$ cat config.mk
export PLATFORM = sky130hd
export DESIGN_NAME = rgb_hue_sequencer_flat
export DESIGN_NICKNAME = d
export VERILOG_FILES = /design/src/rtl/rgb_hue_sequencer_if.sv /design/src/rtl/rgb_hue_sequencer.sv /design/src/flat_wrapper.sv
export SDC_FILE = /design/constraint.sdc
export NUM_CORES = 1
export LEC_CHECK = 0
export CAP_MARGIN = 25
export CORE_UTILIZATION = 51
export CTS_CLUSTER_SIZE = 14
export DETAILED_ROUTE_END_ITERATION = 7
export GPL_TIMING_DRIVEN = 0
export PLACE_DENSITY = 0.73
export SYNTH_ARGS = -nofsm -noshare
export SYNTH_HDL_FRONTEND = slang
export SYNTH_SLANG_ARGS = --single-unit
$ cat constraint.sdc
create_clock -name clk -period 3.5 [get_ports clk]
set_clock_uncertainty 0.15 [all_clocks]
set_input_delay 0.875 -clock clk [delete_from_list [all_inputs] [get_ports clk]]
set_output_delay 0.875 -clock clk [all_outputs]
set_load 0.05 [all_outputs]
$ cat src/rtl/rgb_hue_sequencer_if.sv
// rtl/rgb_hue_sequencer_if.sv - level/phase bundle from the hue sequencer to the RGB PWM stage
interface rgb_hue_sequencer_if;
    logic [7:0] red_level;
    logic [7:0] green_level;
    logic [7:0] blue_level;
    logic [2:0] phase;
    logic       level_valid;

    modport master (
        output red_level,
        output green_level,
        output blue_level,
        output phase,
        output level_valid
    );

    modport slave (
        input red_level,
        input green_level,
        input blue_level,
        input phase,
        input level_valid
    );
endinterface

$ cat src/rtl/rgb_hue_sequencer.sv
// rtl/rgb_hue_sequencer.sv - prescaled 6-phase hue wheel producing 8-bit RGB levels
module rgb_hue_sequencer #(
    parameter int DIV    = 16,
    parameter int STEP   = 1,
    parameter bit INVERT = 1'b0
) (
    input  logic                  clk,
    input  logic                  rst,
    input  logic                  enable,
    rgb_hue_sequencer_if.master   led
);

    localparam logic [8:0] STEP9   = 9'(STEP);
    localparam logic [7:0] RST_RED = INVERT ? 8'h00 : 8'hFF;
    localparam logic [7:0] RST_GB  = INVERT ? 8'hFF : 8'h00;

    logic [DIV-1:0] presc_q, presc_d;
    logic [7:0]     ramp_q, ramp_d;
    logic [2:0]     phase_r_q, phase_r_d;
    logic           upd_q, upd_d;
    logic [7:0]     red_q, red_d;
    logic [7:0]     green_q, green_d;
    logic [7:0]     blue_q, blue_d;
    logic [2:0]     phase_q, phase_d;
    logic           valid_q, valid_d;

    logic           tick;
    logic [8:0]     ramp_sum;
    logic [7:0]     r_map, g_map, b_map;

    assign tick     = enable && (presc_q == {DIV{1'b1}});
    assign ramp_sum = {1'b0, ramp_q} + STEP9;

    always_comb begin
        presc_d   = presc_q;
        ramp_d    = ramp_q;
        phase_r_d = phase_r_q;
        if (enable) begin
            presc_d = presc_q + DIV'(1);
        end
        if (tick) begin
            // Out-of-range phases snap back to the start of the wheel.
            if (phase_r_q > 3'd5) begin
                ramp_d    = 8'd0;
                phase_r_d = 3'd0;
            end else if (ramp_q == 8'hFF) begin
                ramp_d    = 8'd0;
                phase_r_d = (phase_r_q == 3'd5) ? 3'd0 : phase_r_q + 3'd1;
            end else begin
                ramp_d = ramp_sum[8] ? 8'hFF : ramp_sum[7:0];
            end
        end
    end

    always_comb begin
        r_map = 8'hFF;
        g_map = 8'h00;
        b_map = 8'h00;
        case (phase_r_q)
            3'd0: begin r_map = 8'hFF;    g_map = ramp_q;  b_map = 8'h00;   end
            3'd1: begin r_map = ~ramp_q;  g_map = 8'hFF;   b_map = 8'h00;   end
            3'd2: begin r_map = 8'h00;    g_map = 8'hFF;   b_map = ramp_q;  end
            3'd3: begin r_map = 8'h00;    g_map = ~ramp_q; b_map = 8'hFF;   end
            3'd4: begin r_map = ramp_q;   g_map = 8'h00;   b_map = 8'hFF;   end
            3'd5: begin r_map = 8'hFF;    g_map = 8'h00;   b_map = ~ramp_q; end
            default: begin r_map = 8'hFF; g_map = 8'h00;   b_map = 8'h00;   end
        endcase
    end

    // Output stage loads one cycle after a tick and is deliberately not gated by enable.
    always_comb begin
        upd_d   = tick;
        valid_d = upd_q;
        red_d   = red_q;
        green_d = green_q;
        blue_d  = blue_q;
        phase_d = phase_q;
        if (upd_q) begin
            red_d   = INVERT ? ~r_map : r_map;
            green_d = INVERT ? ~g_map : g_map;
            blue_d  = INVERT ? ~b_map : b_map;
            phase_d = phase_r_q;
        end
    end

    always_ff @(posedge clk) begin
        if (rst) begin
            presc_q   <= '0;
            ramp_q    <= 8'd0;
            phase_r_q <= 3'd0;
            upd_q     <= 1'b0;
            red_q     <= RST_RED;
            green_q   <= RST_GB;
            blue_q    <= RST_GB;
            phase_q   <= 3'd0;
            valid_q   <= 1'b0;
        end else begin
            presc_q   <= presc_d;
            ramp_q    <= ramp_d;
            phase_r_q <= phase_r_d;
            upd_q     <= upd_d;
            red_q     <= red_d;
            green_q   <= green_d;
            blue_q    <= blue_d;
            phase_q   <= phase_d;
            valid_q   <= valid_d;
        end
    end

    assign led.red_level   = red_q;
    assign led.green_level = green_q;
    assign led.blue_level  = blue_q;
    assign led.phase       = phase_q;
    assign led.level_valid = valid_q;

endmodule
$ cat src/flat_wrapper.sv
// flat-port wrapper written by rule: the top's interface ports become plain ports
module rgb_hue_sequencer_flat 
#(
    parameter int DIV    = 16,
    parameter int STEP   = 1,
    parameter bit INVERT = 1'b0
)
  (clk, rst, enable, led_red_level, led_green_level, led_blue_level, led_phase, led_level_valid);
  rgb_hue_sequencer_if led_i ();
  input  logic clk;
  input  logic rst;
  input  logic enable;
  output wire logic [$bits(led_i.red_level)-1:0] led_red_level;
  output wire logic [$bits(led_i.green_level)-1:0] led_green_level;
  output wire logic [$bits(led_i.blue_level)-1:0] led_blue_level;
  output wire logic [$bits(led_i.phase)-1:0] led_phase;
  output wire logic [$bits(led_i.level_valid)-1:0] led_level_valid;
  assign led_red_level = led_i.red_level;
  assign led_green_level = led_i.green_level;
  assign led_blue_level = led_i.blue_level;
  assign led_phase = led_i.phase;
  assign led_level_valid = led_i.level_valid;
  rgb_hue_sequencer #(.DIV(DIV), .STEP(STEP), .INVERT(INVERT)) u_core (.clk(clk), .rst(rst), .enable(enable), .led(led_i));
endmodule
==> results.cfg, run 1 <==
[setup_path]
cp_slowest_cell = clkdlybuf4s50_1
path_depth = 6
reg2reg_depth = 8
cp_slowest_stage_delay_ps = 600
path_max_fanout = 7
startpoint_type = input port
cp_num_buf_inv = 2
worstPathArrival_ps = 2960
path_cells = clkdlybuf4s50_1, nand4_2, or4_1, buf_2, or4_1, a21oi_1
crit_type = in -> reg
cpMostUsedCell = or4_1
crit_family = simple AND/OR/NAND/NOR gates
critical_path.endpoint_type = flip-flop
cp.required_ps = 3600

[grt]
grt_usage_pct = 24.3
grt_pass1_vias = 2479
grt_antenna_before_repair = 0
grt_max_degree = 17
gr-total-overflow = 0
grt_first_pass_wirelength_mm = 11.5

[worst_hold_path]
hold_depth = 2
hp-class = reg -> reg

[power]
total_power_uw = 1230
power_frac_comb_pct = 12.9
switchingPower_uw = 319
power.share.clock_pct = 34.6
switching_share_pct = 25.9
p_seq_share_pct = 52.4
vdd_drop_max_mv = 0.200
cellLeakagePower_uw = 0.00107
intPower_uw = 914
p_per_area_mw_per_mm2 = 366

[synthesis]
synth_common_cells = nor2_1, dfxtp_1, a21oi_1, clkbuf_1, o21ai_0
netlist_instances = 380
synth_most_common_cell = nor2_1
avgSynthCellArea_um2 = 7.57
netlist_top_cells_area = dfxtp_1, nor2_1, a21oi_1
yosysTopAreaCell = dfxtp_1
synth.yosys.warnings = 0
syn_area_mm2 = 0.00288
ys_types = 38
yosys.area.top_type_share_pct = 39.0
syn_nets = 388
synth_top_flop_cell = dfxtp_1
synth_edf_count = 0
asyncSetResetFlopFracSynth_pct = 0
synth-seq-area-share_pct = 39.0
synth-seq-cells = 56

[detailed_routing]
drc = 0
avgRoutedWirePerCell_um = 14.1
dr.pass1.iters = 4
drtAntennaViolNets = 0
via_per_inst = 5.64
drt_iter0_drc = 218
routed_wl_mm = 6.88
vias = 2750

[sta]
grt_setup_unrepaired = no
hold_viol_final = 0
finalSetupTns_ps = 0
finalMaxSlewViolations = 0
fin_crit_sh_pct = 81.6
relSlewSlack_pct = 29.5
period_minus_slack_ps = 2860
max_freq_mhz = 350
final.setup.worst_slack_ps = 643
max_slew.worst_pin.slew_ps = 1050
setup_viol = 0
hold_slack_ps = 326

[cts]
cts_resized = 0
hold_buffers = 0
root_buffer = clkbuf_8
clkSlewWorstSetupHoldPaths_ps = 100
htree_levels = 2
clock_path_buffers = 2
clkLatencyLatePin_ps = 310
cts.sinks = 56
cts_tree = built
cts_setup_buffers = 0
cts_buffers = 5

[cells_and_area]
antenna_cells = 0
areaGrowthSynthToFinish_pct = 17.2
fin_nets = 425
layout-drive-gt1-share_pct = 3.11

[floorplanning]
dieArea_mm2 = 0.00594
initial_core_util_pct = 54.6
num_rows = 26
die_h_um = 77.1
ios = 31
coreArea_mm2 = 0.00527
die-width_um = 77.1

[run]
drv_cap = 0

[place]
dp_hpwl_mm = 4.74
place.port_buffers = 30
gp_congestion = 0.864
dp_slack_ps = 322

[run_status]
status = finished clean
[power by group through the flow]
| stage | clock, µW | sequential (µW) | combinational, µW |
|---|---|---|---|
| final | 427 | 647 | 160 |
| after global routing | 454 | 648 | 179 |
| after CTS | 430 | 647 | 158 |
| after detailed placement | 0 | 661 | 157 |
| after global placement | 0 | 661 | 153 |
| after floorplan | 0 | 660 | 123 |
[tightest hold or removal path: stages, from the launching register on]
cell and delay [ps]:
dfxtp_1 320, nand2b_1 60, a21oi_1 60
[path summary, 6_finish.rpt]
check,start,endpoint,slack [ps]
setup / recovery,enable,u_core.ramp_q[6],640
hold / removal,u_core.led.blue_level[1],u_core.led.blue_level[1],330
hold reg to reg,u_core.led.blue_level[1],u_core.led.blue_level[1],330
setup reg to reg,u_core.phase_r_q[2],u_core.led.red_level[0],1110
[stage by stage]
step           utilization [%]  instance area, µm²  instances
3_5_place_dp              61.9                3260        480
4_1_cts                   64.0                3370        488
5_1_grt                   64.0                3370        488
2_1_floorplan                -                2880        380
3_3_place_gp              61.9                3260        480
6_report                  64.0                3370        488
[placed cells by master (no fill, tap or decap), types with 5 or more instances in the layout]
cell type / synthesis / routed
a21oi_1: 39 / 39
a311oi_1: 8 / 8
a31oi_1: 10 / 10
and4_1: 6 / 6
clkbuf_1: 32 / 33
clkbuf_8: 0 / 5
clkdlybuf4s50_1: 0 / 30
dfxtp_1: 56 / 56
ha_1: 5 / 5
nand2_1: 19 / 19
nand2b_1: 19 / 19
nand3_1: 11 / 11
nand4_1: 7 / 7
nor2_1: 68 / 68
o21a_1: 8 / 8
o21ai_0: 29 / 29
or3_1: 8 / 8
xor2_1: 7 / 7
[routing by layer]
layer | track usage [%] | vias up | part of all wire [%]
met5 | 0 | - | 0
met1 | 30.4 | 1261 | 44
met3 | 4.29 | 9 | 5.6
met4 | 11.3 | 0 | 1.5
met2 | 40.4 | 80 | 48
li1 | - | 1400 | -
[flip-flops by register name (all words and copies together) (netlist names)]
register / count
u_core.presc_q: 16
u_core.led.blue_level: 8
u_core.ramp_q: 8
u_core.upd_q: 1
u_core.led.level_valid: 1
u_core.led.red_level: 8
u_core.phase_r_q: 3
u_core.led.green_level: 8
u_core.led.phase: 3
[cell type report]
class / count / area [µm²]
fillers: 476 / 1900
plain buffers: 37 / 144
multi-input cells: 283 / 1600
repair buffers: 30 / 300
inverters: 4 / 15.0
flip-flops and latches: 56 / 1120
clock buffers: 6 / 72.6
clock inverters: 2 / 35.0
well taps: 70 / 87.6
[kinds of logic after synthesis]
family,Yosys count,synth area share (%)
AO/OA/AOI/OAI,105,21.2
XOR/XNOR,10,3.05
adder cells (fa/ha/maj),5,2.17
buffers and inverters,41,5.52
flip-flops,56,39.0
multiplexers,4,1.39
AND/OR/NAND/NOR,159,27.7
Power figures use the tool's default switching activity.
==> inputs of run 2 (changes only) <==
Clock period 3.5 ns to 2.85 ns, I/O delays scaled along.
==> results of run 2 <==
Same layout as run 1 (identical final DEF). Status: finished clean.
Among the figures that moved: setup slack after placement 322 ps -> -166 ps; setup slack after layout 643 ps -> 155 ps; register-to-register setup slack 1110 ps -> 460 ps; total power 1230 µW -> 1510 µW; worst IR drop on VDD 0.200 mV -> 0.246 mV
